$ cat src/rtl/lora_pkg.sv
// rtl/lora_pkg.sv - shared constants, command codes and frame-state enum for the LoRa TX path
package lora_pkg;

  localparam logic [7:0] SOF_DEFAULT = 8'hA5;

  localparam logic [1:0] CMD_NONE = 2'd0;
  localparam logic [1:0] CMD_ACK  = 2'd1;
  localparam logic [1:0] CMD_REQ  = 2'd2;
  localparam logic [1:0] CMD_ERR  = 2'd3;

  typedef enum logic [1:0] {
    F_IDLE = 2'd0,
    F_SEND = 2'd1,
    F_DONE = 2'd2
  } frame_state_t;

endpackage

$ cat src/rtl/lora_tx_if.sv
// rtl/lora_tx_if.sv - request/serial-line bundle between control logic and lora_tx
interface lora_tx_if;
  logic       tx_start;
  logic [1:0] tx_cmd;
  logic [7:0] tx_data;
  logic       data_tx;
  logic       busy;
  logic       over_tx;

  modport master (
    output tx_start, tx_cmd, tx_data,
    input  data_tx, busy, over_tx
  );

  modport slave (
    input  tx_start, tx_cmd, tx_data,
    output data_tx, busy, over_tx
  );
endinterface

$ cat src/rtl/uart_tx_byte.sv
// rtl/uart_tx_byte.sv - 8N1 LSB-first byte serialiser; a load on the final stop-bit cycle
// chains the next byte with no idle gap.
module uart_tx_byte #(
  parameter int CLKS_PER_BIT = 434
) (
  input  logic       clk,
  input  logic       rst,
  input  logic       load,
  input  logic [7:0] byte_in,
  output logic       byte_done,
  output logic       serial
);

  localparam int CW = (CLKS_PER_BIT > 1) ? $clog2(CLKS_PER_BIT) : 1;
  localparam logic [CW-1:0] CNT_MAX = CW'(CLKS_PER_BIT - 1);

  logic          active;
  logic [CW-1:0] cnt;
  logic [3:0]    idx;
  logic [7:0]    shreg;
  logic          bit_end;

  assign bit_end   = active && (cnt == CNT_MAX);
  assign byte_done = bit_end && (idx == 4'd9);

  // idx 0 = start bit, 1..8 = data bits, 9 = stop bit
  always_ff @(posedge clk or posedge rst) begin
    if (rst) begin
      active <= 1'b0;
      cnt    <= '0;
      idx    <= 4'd0;
      shreg  <= 8'd0;
      serial <= 1'b1;
    end else if (load) begin
      active <= 1'b1;
      cnt    <= '0;
      idx    <= 4'd0;
      shreg  <= byte_in;
      serial <= 1'b0;
    end else if (bit_end) begin
      cnt <= '0;
      if (idx == 4'd9) begin
        active <= 1'b0;
        idx    <= 4'd0;
        serial <= 1'b1;
      end else begin
        idx <= idx + 4'd1;
        if (idx == 4'd8) begin
          serial <= 1'b1;
        end else begin
          serial <= shreg[0];
          shreg  <= {1'b0, shreg[7:1]};
        end
      end
    end else if (active) begin
      cnt <= cnt + CW'(1);
    end
  end

endmodule

$ cat src/rtl/lora_tx.sv
// rtl/lora_tx.sv - LoRa command-frame transmitter: SOF, cmd, data[, XOR checksum].
// Checksum byte is appended only when LORA_TX_CHKSUM_EN is defined.
module lora_tx
  import lora_pkg::*;
#(
  parameter int         CLKS_PER_BIT = 434,
  parameter logic [7:0] SOF          = SOF_DEFAULT
) (
  input logic        clk,
  input logic        rst,
  lora_tx_if.slave   bus
);

`ifdef LORA_TX_CHKSUM_EN
  localparam logic [1:0] LAST_BYTE = 2'd3;
`else
  localparam logic [1:0] LAST_BYTE = 2'd2;
`endif

  frame_state_t state, state_next;
  logic [1:0]   byte_idx, next_idx;
  logic [1:0]   cmd_q;
  logic [7:0]   data_q;
  logic [7:0]   byte_sel;
  logic         accept, load, byte_done, busy_next, over_next;
`ifdef LORA_TX_CHKSUM_EN
  logic [7:0]   chk_q;
`endif

  always_ff @(posedge clk or posedge rst) begin
    if (rst) begin
      state       <= F_IDLE;
      byte_idx    <= 2'd0;
      cmd_q       <= 2'd0;
      data_q      <= 8'd0;
`ifdef LORA_TX_CHKSUM_EN
      chk_q       <= 8'd0;
`endif
      bus.busy    <= 1'b0;
      bus.over_tx <= 1'b0;
    end else begin
      state       <= state_next;
      bus.busy    <= busy_next;
      bus.over_tx <= over_next;
      if (load)
        byte_idx <= next_idx;
      else if (state_next == F_DONE)
        byte_idx <= 2'd0;
      if (accept) begin
        cmd_q  <= bus.tx_cmd;
        data_q <= bus.tx_data;
`ifdef LORA_TX_CHKSUM_EN
        chk_q  <= SOF ^ {6'b0, bus.tx_cmd} ^ bus.tx_data;
`endif
      end
    end
  end

  always_comb begin
    state_next = state;
    case (state)
      F_IDLE:  if (bus.tx_start) state_next = F_SEND;
      F_SEND:  if (byte_done && (byte_idx == LAST_BYTE)) state_next = F_DONE;
      F_DONE:  state_next = F_IDLE;
      default: state_next = F_IDLE;
    endcase
  end

  // The first byte is muxed straight from the inputs' capture cycle, so SOF is
  // loaded on the same edge that accepts the request.
  always_comb begin
    accept    = (state == F_IDLE) && bus.tx_start;
    next_idx  = (state == F_SEND) ? byte_idx + 2'd1 : 2'd0;
    load      = accept || ((state == F_SEND) && byte_done && (byte_idx != LAST_BYTE));
    busy_next = (state_next == F_SEND);
    over_next = (state_next == F_DONE);
    case (next_idx)
      2'd0:    byte_sel = SOF;
      2'd1:    byte_sel = {6'b0, cmd_q};
      2'd2:    byte_sel = data_q;
`ifdef LORA_TX_CHKSUM_EN
      2'd3:    byte_sel = chk_q;
`endif
      default: byte_sel = SOF;
    endcase
  end

  uart_tx_byte #(
    .CLKS_PER_BIT(CLKS_PER_BIT)
  ) u_byte (
    .clk      (clk),
    .rst      (rst),
    .load     (load),
    .byte_in  (byte_sel),
    .byte_done(byte_done),
    .serial   (bus.data_tx)
  );

endmodule

$ cat src/flat_wrapper.sv
// flat-port wrapper written by rule: the top's interface ports become plain ports
module lora_tx_flat import lora_pkg::*;
#(
  parameter int         CLKS_PER_BIT = 434,
  parameter logic [7:0] SOF          = SOF_DEFAULT
)
  (clk, rst, bus_tx_start, bus_tx_cmd, bus_tx_data, bus_data_tx, bus_busy, bus_over_tx);
  lora_tx_if bus_i ();
  input logic clk;
  input logic rst;
  input wire logic [$bits(bus_i.tx_start)-1:0] bus_tx_start;
  input wire logic [$bits(bus_i.tx_cmd)-1:0] bus_tx_cmd;
  input wire logic [$bits(bus_i.tx_data)-1:0] bus_tx_data;
  output wire logic [$bits(bus_i.data_tx)-1:0] bus_data_tx;
  output wire logic [$bits(bus_i.busy)-1:0] bus_busy;
  output wire logic [$bits(bus_i.over_tx)-1:0] bus_over_tx;
  assign bus_i.tx_start = bus_tx_start;
  assign bus_i.tx_cmd = bus_tx_cmd;
  assign bus_i.tx_data = bus_tx_data;
  assign bus_data_tx = bus_i.data_tx;
  assign bus_busy = bus_i.busy;
  assign bus_over_tx = bus_i.over_tx;
  lora_tx #(.CLKS_PER_BIT(CLKS_PER_BIT), .SOF(SOF)) u_core (.clk(clk), .rst(rst), .bus(bus_i));
endmodule
$ cat config.mk
export PLATFORM = sky130hd
export DESIGN_NAME = lora_tx_flat
export DESIGN_NICKNAME = d
export VERILOG_FILES = /design/src/rtl/lora_pkg.sv /design/src/rtl/lora_tx_if.sv /design/src/rtl/uart_tx_byte.sv /design/src/rtl/lora_tx.sv /design/src/flat_wrapper.sv
export SDC_FILE = /design/constraint.sdc
export NUM_CORES = 1
export LEC_CHECK = 0
export CELL_PAD_IN_SITES_DETAIL_PLACEMENT = 0
export CELL_PAD_IN_SITES_GLOBAL_PLACEMENT = 2
export CORE_MARGIN = 1.5
export CORE_UTILIZATION = 36
export CTS_CLUSTER_SIZE = 25
export DETAILED_ROUTE_END_ITERATION = 6
export HOLD_SLACK_MARGIN = 0.1
export PLACE_DENSITY = 0.75
export SKIP_CTS_REPAIR_TIMING = 1
export SLEW_MARGIN = 30
export SYNTH_ARGS = -nofsm -noshare
export SYNTH_HDL_FRONTEND = slang
export SYNTH_SLANG_ARGS = --single-unit
$ cat constraint.sdc
create_clock -name clk -period 2.2 [get_ports clk]
set_input_delay 0.44 -clock clk [delete_from_list [all_inputs] [get_ports clk]]
set_output_delay 0.44 -clock clk [all_outputs]
set_load 0.03 [all_outputs]
==> results of run 1 <==
[layer usage]
layer | global-route usage | vias up
met4 | 0.05357 | 0
met1 | 0.2334 | 698
met3 | 0.04101 | 6
met2 | 0.2077 | 28
li1 | - | 725
met5 | 0 | -
[final cells by class]
cell class,count,share of cell area
Multi-Input combinational cell,147,0.3793
Clock inverter,1,0.002189
Tap cell,70,0.03831
Timing Repair Buffer,26,0.1018
Clock buffer,6,0.03612
Sequential cell,39,0.4275
Inverter,9,0.01478
[cell families (layout without fill, tap and decap cells)]
kind of cell | Yosys count | in the layout | synth area share
multiplexers | 10 | 10 | 0.05308
XOR/XNOR | 6 | 6 | 0.02752
flip-flops | 39 | 39 | 0.5118
AND/OR/NAND/NOR | 95 | 95 | 0.2385
AO/OA/AOI/OAI | 28 | 28 | 0.08257
adder cells (fa/ha/maj) | 8 | 8 | 0.05243
buffers and inverters | 16 | 42 | 0.03407
[registers in the layout, indices dropped and copies added, names as in the netlist]
signal	cells
u_core.bus.busy	1
u_core.bus.over_tx	1
u_core.byte_idx	2
u_core.cmd_q	2
u_core.data_q	8
u_core.state	2
u_core.u_byte.active	1
u_core.u_byte.cnt	9
u_core.u_byte.idx	4
u_core.u_byte.serial	1
u_core.u_byte.shreg	8
[cell usage in the layout, fill, tap and decap left out, types with 4 or more instances in the layout]
| cell type | n |
|---|---|
| a21oi_1 | 9 |
| buf_4 | 11 |
| clkbuf_8 | 6 |
| clkdlybuf4s50_1 | 15 |
| dfrtp_1 | 38 |
| ha_1 | 8 |
| inv_1 | 9 |
| mux2i_1 | 9 |
| nand2_1 | 44 |
| nand3_1 | 8 |
| nor2_1 | 19 |
| nor3_1 | 7 |
| o21ai_0 | 11 |
| xnor2_1 | 4 |
[worst paths after layout]
check / endpoint / cells after the start
worst min register to register: u_core.data_q[7]$_DFFE_PP0P_ / 2
worst max-delay path: u_core.u_byte.shreg[5]$_DFFE_PP0P_ / 5
min in group asynchronous: u_core.u_byte.shreg[1]$_DFFE_PP0P_ / 3
worst min-delay path: u_core.data_q[7]$_DFFE_PP0P_ / 2
worst max register to register: u_core.u_byte.shreg[5]$_DFFE_PP0P_ / 5
max in group asynchronous: u_core.u_byte.serial$_DFFE_PP1P_ / 3
[power groups by stage]
stage	sequential, uW	clock [uW]	combinational [uW]
after floorplan	866	0	190
after global placement	879	0	256
after detailed placement	885	0	261
after CTS	871	512	264
after global routing	883	539	298
final	871	491	258
[stage by stage]
step	total power, uW	hold slack [ns]	std cells	instance area (sq um)
final	1620	0.4831	298	2286
after global routing	1721	0.5122	298	2286
after CTS	1647	0.4874	298	2286
after detailed placement	1146	0.4680	291	2198
after global placement	1135	0.4680	291	2198
after floorplan	1057	0.4445	202	1909
[worst register-to-register path: cells and delay by family (launching register included)]
family / cells / cell delay [ns]
AO/OA/AOI/OAI: 1 / 0.08
flip-flops: 1 / 0.42
multiplexers: 1 / 0.25
AND/OR/NAND/NOR: 3 / 1.14
==> results.json, run 1 <==
{
  "synthArstFlopShare": 1.000,
  "grt-ovfl-total": 0,
  "min_period_over_period": 0.9101,
  "fin_util": 0.4476,
  "drive_above_1_share": 0.1184,
  "slew_violations": 0,
  "switching_share": 0.2813,
  "setup_viol": 0,
  "syn_avg_cell_area_sq_um": 9.452,
  "ys_ff_latch": 39,
  "worst_path_max_delay_cell": "or4_4",
  "synth_most_common_cell": "nand2_1",
  "wire_per_inst_microns": 13.06,
  "tightest_slew_ns": 0.5779,
  "met3_length_microns": 156,
  "hpwl_microns": 2766,
  "period_minus_slack_ns": 2.002,
  "multi_input_area_sq_um": 867.1,
  "drt-initial-drc-count": 60,
  "clockBufferDepth": 2,
  "register_area_sq_um": 977.2,
  "grt_pass1_vias": 1303,
  "wl_microns": 3892,
  "p_int_uw": 1164,
  "synthTopCellsByCount": "nand2_1, dfrtp_1, nor2_1",
  "p_leak_uw": 0.001050,
  "r2r-start": "u_core.u_byte.cnt[6]$_DFFE_PP0P_",
  "cpPeakStageDelay_ns": 0.61,
  "path_class": "register to register",
  "clock-root-buffer": "clkbuf_8",
  "row_count": 26,
  "insertion_delay_ns": 0.29,
  "clock_skew_ns": 0.006199,
  "wl_met2_microns": 1607,
  "ir_worst_vdd_mv": 0.2911,
  "dieArea_sq_mm": 0.005749,
  "start_kind": "register",
  "pwr-share-seq": 0.537,
  "cts.sinks": 39,
  "cap_violations": 0,
  "cp-end-kind": "register",
  "max_freq_ghz": 0.4994,
  "gp_congestion": 0.7811,
  "grt_pass1_wl_microns": 6541,
  "core_area_sq_mm": 0.005107,
  "slew_headroom": 0.6107,
  "dr.pass1.iters": 4,
  "seq_area_frac_synth": 0.5118,
  "synth_nets": 223,
  "die_w_microns": 75.83,
  "setup_tns_ns": 0,
  "die_h_microns": 75.83,
  "crit_buf_inv": 0,
  "setup_slack_ns": 0.1978,
  "comb_power_share": 0.159,
  "path_cells": "nand4bb_1, or4_4, nor2_4, mux2i_1, a21oi_1",
  "ys.flop_type": "dfrtp_1",
  "synth-edff-count": 0,
  "io_buffers": 15,
  "synthTopCellsByArea": "dfrtp_1, nand2_1, ha_1, mux2i_1, nor2_1",
  "area_growth_syn_to_layout_pct": 19.72,
  "cts-buffers-inserted": 5,
  "hold_violations": 0,
  "yosysTopAreaCellShare": 0.4980,
  "critPathRequiredTime_ns": 2.37,
  "power_density_mw_per_mm2": 708.7,
  "drc_errors": 0,
  "diodes": 0,
  "grt_usage": 0.1537,
  "hp-class": "register to register",
  "vias_per_cell": 4.889,
  "syn-cell-area_sq_mm": 0.001909,
  "vias": 1457,
  "clock_power_share": 0.303,
  "nets": 249,
  "grt_max_degree": 40,
  "crit_arrival_ns": 2.17,
  "netlist_instances": 202,
  "p_switching_uw": 455.6,
  "dpl_worst_slack_ns": 0.1106,
  "netlist-cell-type-count": 39,
  "wl_met1_microns": 2072,
  "synth_area_leader_cell": "dfrtp_1",
  "cts_tree": "yes",
  "outcome": "finished, final reports clean",
  "yosys_warnings": 0,
  "r2r_slack_ns": 0.20,
  "fillers": 526,
  "io_pins": 16,
  "clk_pin_slew_ns": 0.08,
  "crit_start": "u_core.u_byte.cnt[6]$_DFFE_PP0P_",
  "ant_nets": 0,
  "highest_layer": "met4",
  "cpLargestDelayFamily": "simple AND/OR/NAND/NOR gates",
  "htreeDepth": 2,
  "antenna_found_initial": 0,
  "hp-start": "u_core.data_q[7]$_DFFE_PP0P_",
  "start_util": 0.3738,
  "crit_fanout": 8,
  "rsz0062_at_grt": "false"
}
No activity file was read; power rests on OpenSTA's default activity.
==> inputs of run 2 (changes only) <==
Settings changed: SETUP_SLACK_MARGIN set to 0.2.
Clock period 2.2 ns to 2.3 ns, I/O delays scaled along.
==> results.json, run 2 (synthesis gave the netlist of run 1 again) <==
{
  "cp-end-kind": "register",
  "diodes": 0,
  "vias": 1457,
  "htreeDepth": 2,
  "setup_tns_ns": 0,
  "register_area_sq_um": 977.2,
  "critPathRequiredTime_ns": 2.47,
  "hp-start": "u_core.data_q[0]$_DFFE_PP0P_",
  "clock_skew_ns": 0.006023,
  "clock-root-buffer": "clkbuf_8",
  "regMostFlops": "u_core.u_byte.cnt",
  "insertion_delay_ns": 0.29,
  "ir_worst_vdd_mv": 0.3309,
  "ant_nets": 0,
  "wire_per_inst_microns": 12.83,
  "start_kind": "register",
  "hold-path-endpoint": "u_core.data_q[0]$_DFFE_PP0P_",
  "tightest_slew_ns": 0.6055,
  "io_pins": 16,
  "area_growth_syn_to_layout_pct": 21.04,
  "core_area_sq_mm": 0.005107,
  "grt_pass1_vias": 1361,
  "p_leak_uw": 0.001059,
  "hold_violations": 0,
  "grt_max_degree": 40,
  "period_minus_slack_ns": 1.975,
  "cts_tree": "yes",
  "grt_pass1_wl_microns": 6403,
  "multi_input_area_sq_um": 877.1,
  "p_total_uw": 1546,
  "setup_slack_ns": 0.3248,
  "cpPeakStageDelay_ns": 0.59,
  "nets": 252,
  "placed_area_sq_mm": 0.002191,
  "drc_errors": 0,
  "comb_power_share": 0.175,
  "fillers": 530,
  "clockBufferDepth": 2,
  "path_cells": "inv_1, ha_2, nand2_2, or4_4, nor2_4, mux2i_1, a21oi_1",
  "cts.sinks": 39,
  "dieArea_sq_mm": 0.005749,
  "p_switching_uw": 440.2,
  "pwr-share-seq": 0.536,
  "power_density_mw_per_mm2": 669.0,
  "clk_pin_slew_ns": 0.07,
  "path_class": "register to register",
  "worstHoldPathCells": 2,
  "cts-buffers-inserted": 5,
  "gp_congestion": 0.7913,
  "drt-initial-drc-count": 60,
  "worst_path_max_delay_cell": "or4_4",
  "p_int_uw": 1106,
  "clock_power_share": 0.288,
  "rsz0062_at_grt": "true",
  "drive_above_1_share": 0.1336,
  "min_period_over_period": 0.8588,
  "crit_fanout": 8,
  "hp-class": "register to register",
  "antenna_found_initial": 0,
  "row_count": 26,
  "io_buffers": 15,
  "hpwl_microns": 2809,
  "start_util": 0.3738,
  "design_area_sq_mm": 0.002311,
  "setup_viol": 0,
  "largestRegisters": "u_core.u_byte.cnt (9), u_core.data_q (8), u_core.u_byte.shreg (8)",
  "r2r_slack_ns": 0.32,
  "max_freq_ghz": 0.5063,
  "largest_reg_flops": 9,
  "ff2ff_path_depth": 7,
  "vias_per_cell": 4.825,
  "dpl_worst_slack_ns": 0.09295,
  "layout_common_cells": "nand2_1, dfrtp_1, nor2_1, clkdlybuf4s50_1, buf_4",
  "fin_util": 0.4525,
  "grt_usage": 0.1517,
  "die_w_microns": 75.83,
  "cpLargestDelayFamily": "simple AND/OR/NAND/NOR gates",
  "r2r-start": "u_core.u_byte.cnt[1]$_DFFE_PP0P_",
  "final_common_cell": "nand2_1",
  "cap_violations": 0,
  "reg2reg_to": "u_core.u_byte.shreg[2]$_DFFE_PP0P_",
  "outcome": "finished, final reports clean",
  "switching_share": 0.2847,
  "grt-ovfl-total": 0,
  "crit_buf_inv": 1,
  "die_h_microns": 75.83,
  "crit_arrival_ns": 2.14,
  "slew_headroom": 0.5921,
  "dr.pass1.iters": 4,
  "wl_microns": 3875,
  "slew_violations": 0
}
run 2: changes by cell type in the layout (fill, tap and decap cells not counted), sizes merged:
| cell | change |
|---|---|
| buf | +3 |
| clkinv | -1 |
| clkbuf | +2 |
run 2: metal layers:
layer	wire, microns	vias up	GRT usage
li1	-	729	-
met1	1977	698	0.2173
met2	1686	23	0.2174
met3	156	7	0.04365
met4	55	0	0.05357
met5	0	-	0
run 2: cell type report:
cell class / count / share of cell area
clock buffers: 8 / 0.03465
inverters: 9 / 0.01462
multi-input cells: 147 / 0.3795
flip-flops and latches: 39 / 0.4228
well taps: 70 / 0.03790
repair buffers: 29 / 0.1104
run 2: how the worst max path moves through the flow:
| stage | start | to | slack, ns | cells past startpoint |
|---|---|---|---|---|
| floorplan | u_core.u_byte.cnt[6]$_DFFE_PP0P_ | u_core.byte_idx[0]$_DFFE_PP0P_ | 0.30 | 6 |
| global placement | bus_tx_start | u_core.u_byte.cnt[8]$_DFFE_PP0P_ | 0.17 | 6 |
| detailed placement | bus_tx_start | u_core.u_byte.cnt[8]$_DFFE_PP0P_ | 0.09 | 6 |
| CTS | u_core.u_byte.cnt[6]$_DFFE_PP0P_ | u_core.u_byte.shreg[2]$_DFFE_PP0P_ | 0.23 | 5 |
| global route | u_core.u_byte.cnt[1]$_DFFE_PP0P_ | u_core.u_byte.shreg[5]$_DFFE_PP0P_ | 0.19 | 7 |
| finish | u_core.u_byte.cnt[1]$_DFFE_PP0P_ | u_core.u_byte.shreg[2]$_DFFE_PP0P_ | 0.32 | 7 |
run 2: worst register-to-register path, delay by kind of cell (launching register included):
| kind | cells | cell delay, ns |
|---|---|---|
| simple gates | 3 | 0.93 |
| flops | 1 | 0.38 |
| mux | 1 | 0.23 |
| fa+ha+maj | 1 | 0.17 |
| compound gates | 1 | 0.09 |
| buf+inv | 1 | 0.06 |
run 2: power groups by stage:
stage          logic (uW)  clock network [uW]  registers, uW
6_report              271                 446            829
5_1_grt               310                 500            837
4_1_cts               250                 468            832
3_5_place_dp          249                   0            845
3_3_place_gp          242                   0            841
2_1_floorplan         182                   0            829
run 2: stage by stage:
stage               std cells  hold slack (ns)
floorplan                 202           0.4445
global placement          290           0.4655
detailed placement        290           0.4709
CTS                       298           0.4896
global route              302           0.5108
finish                    302           0.4870
==> inputs of run 3 (changes only) <==
Settings changed: SLEW_MARGIN 30 to 20.
==> results of run 3 <==
Same layout as run 2: the final DEF is identical, and so are final timing and power.
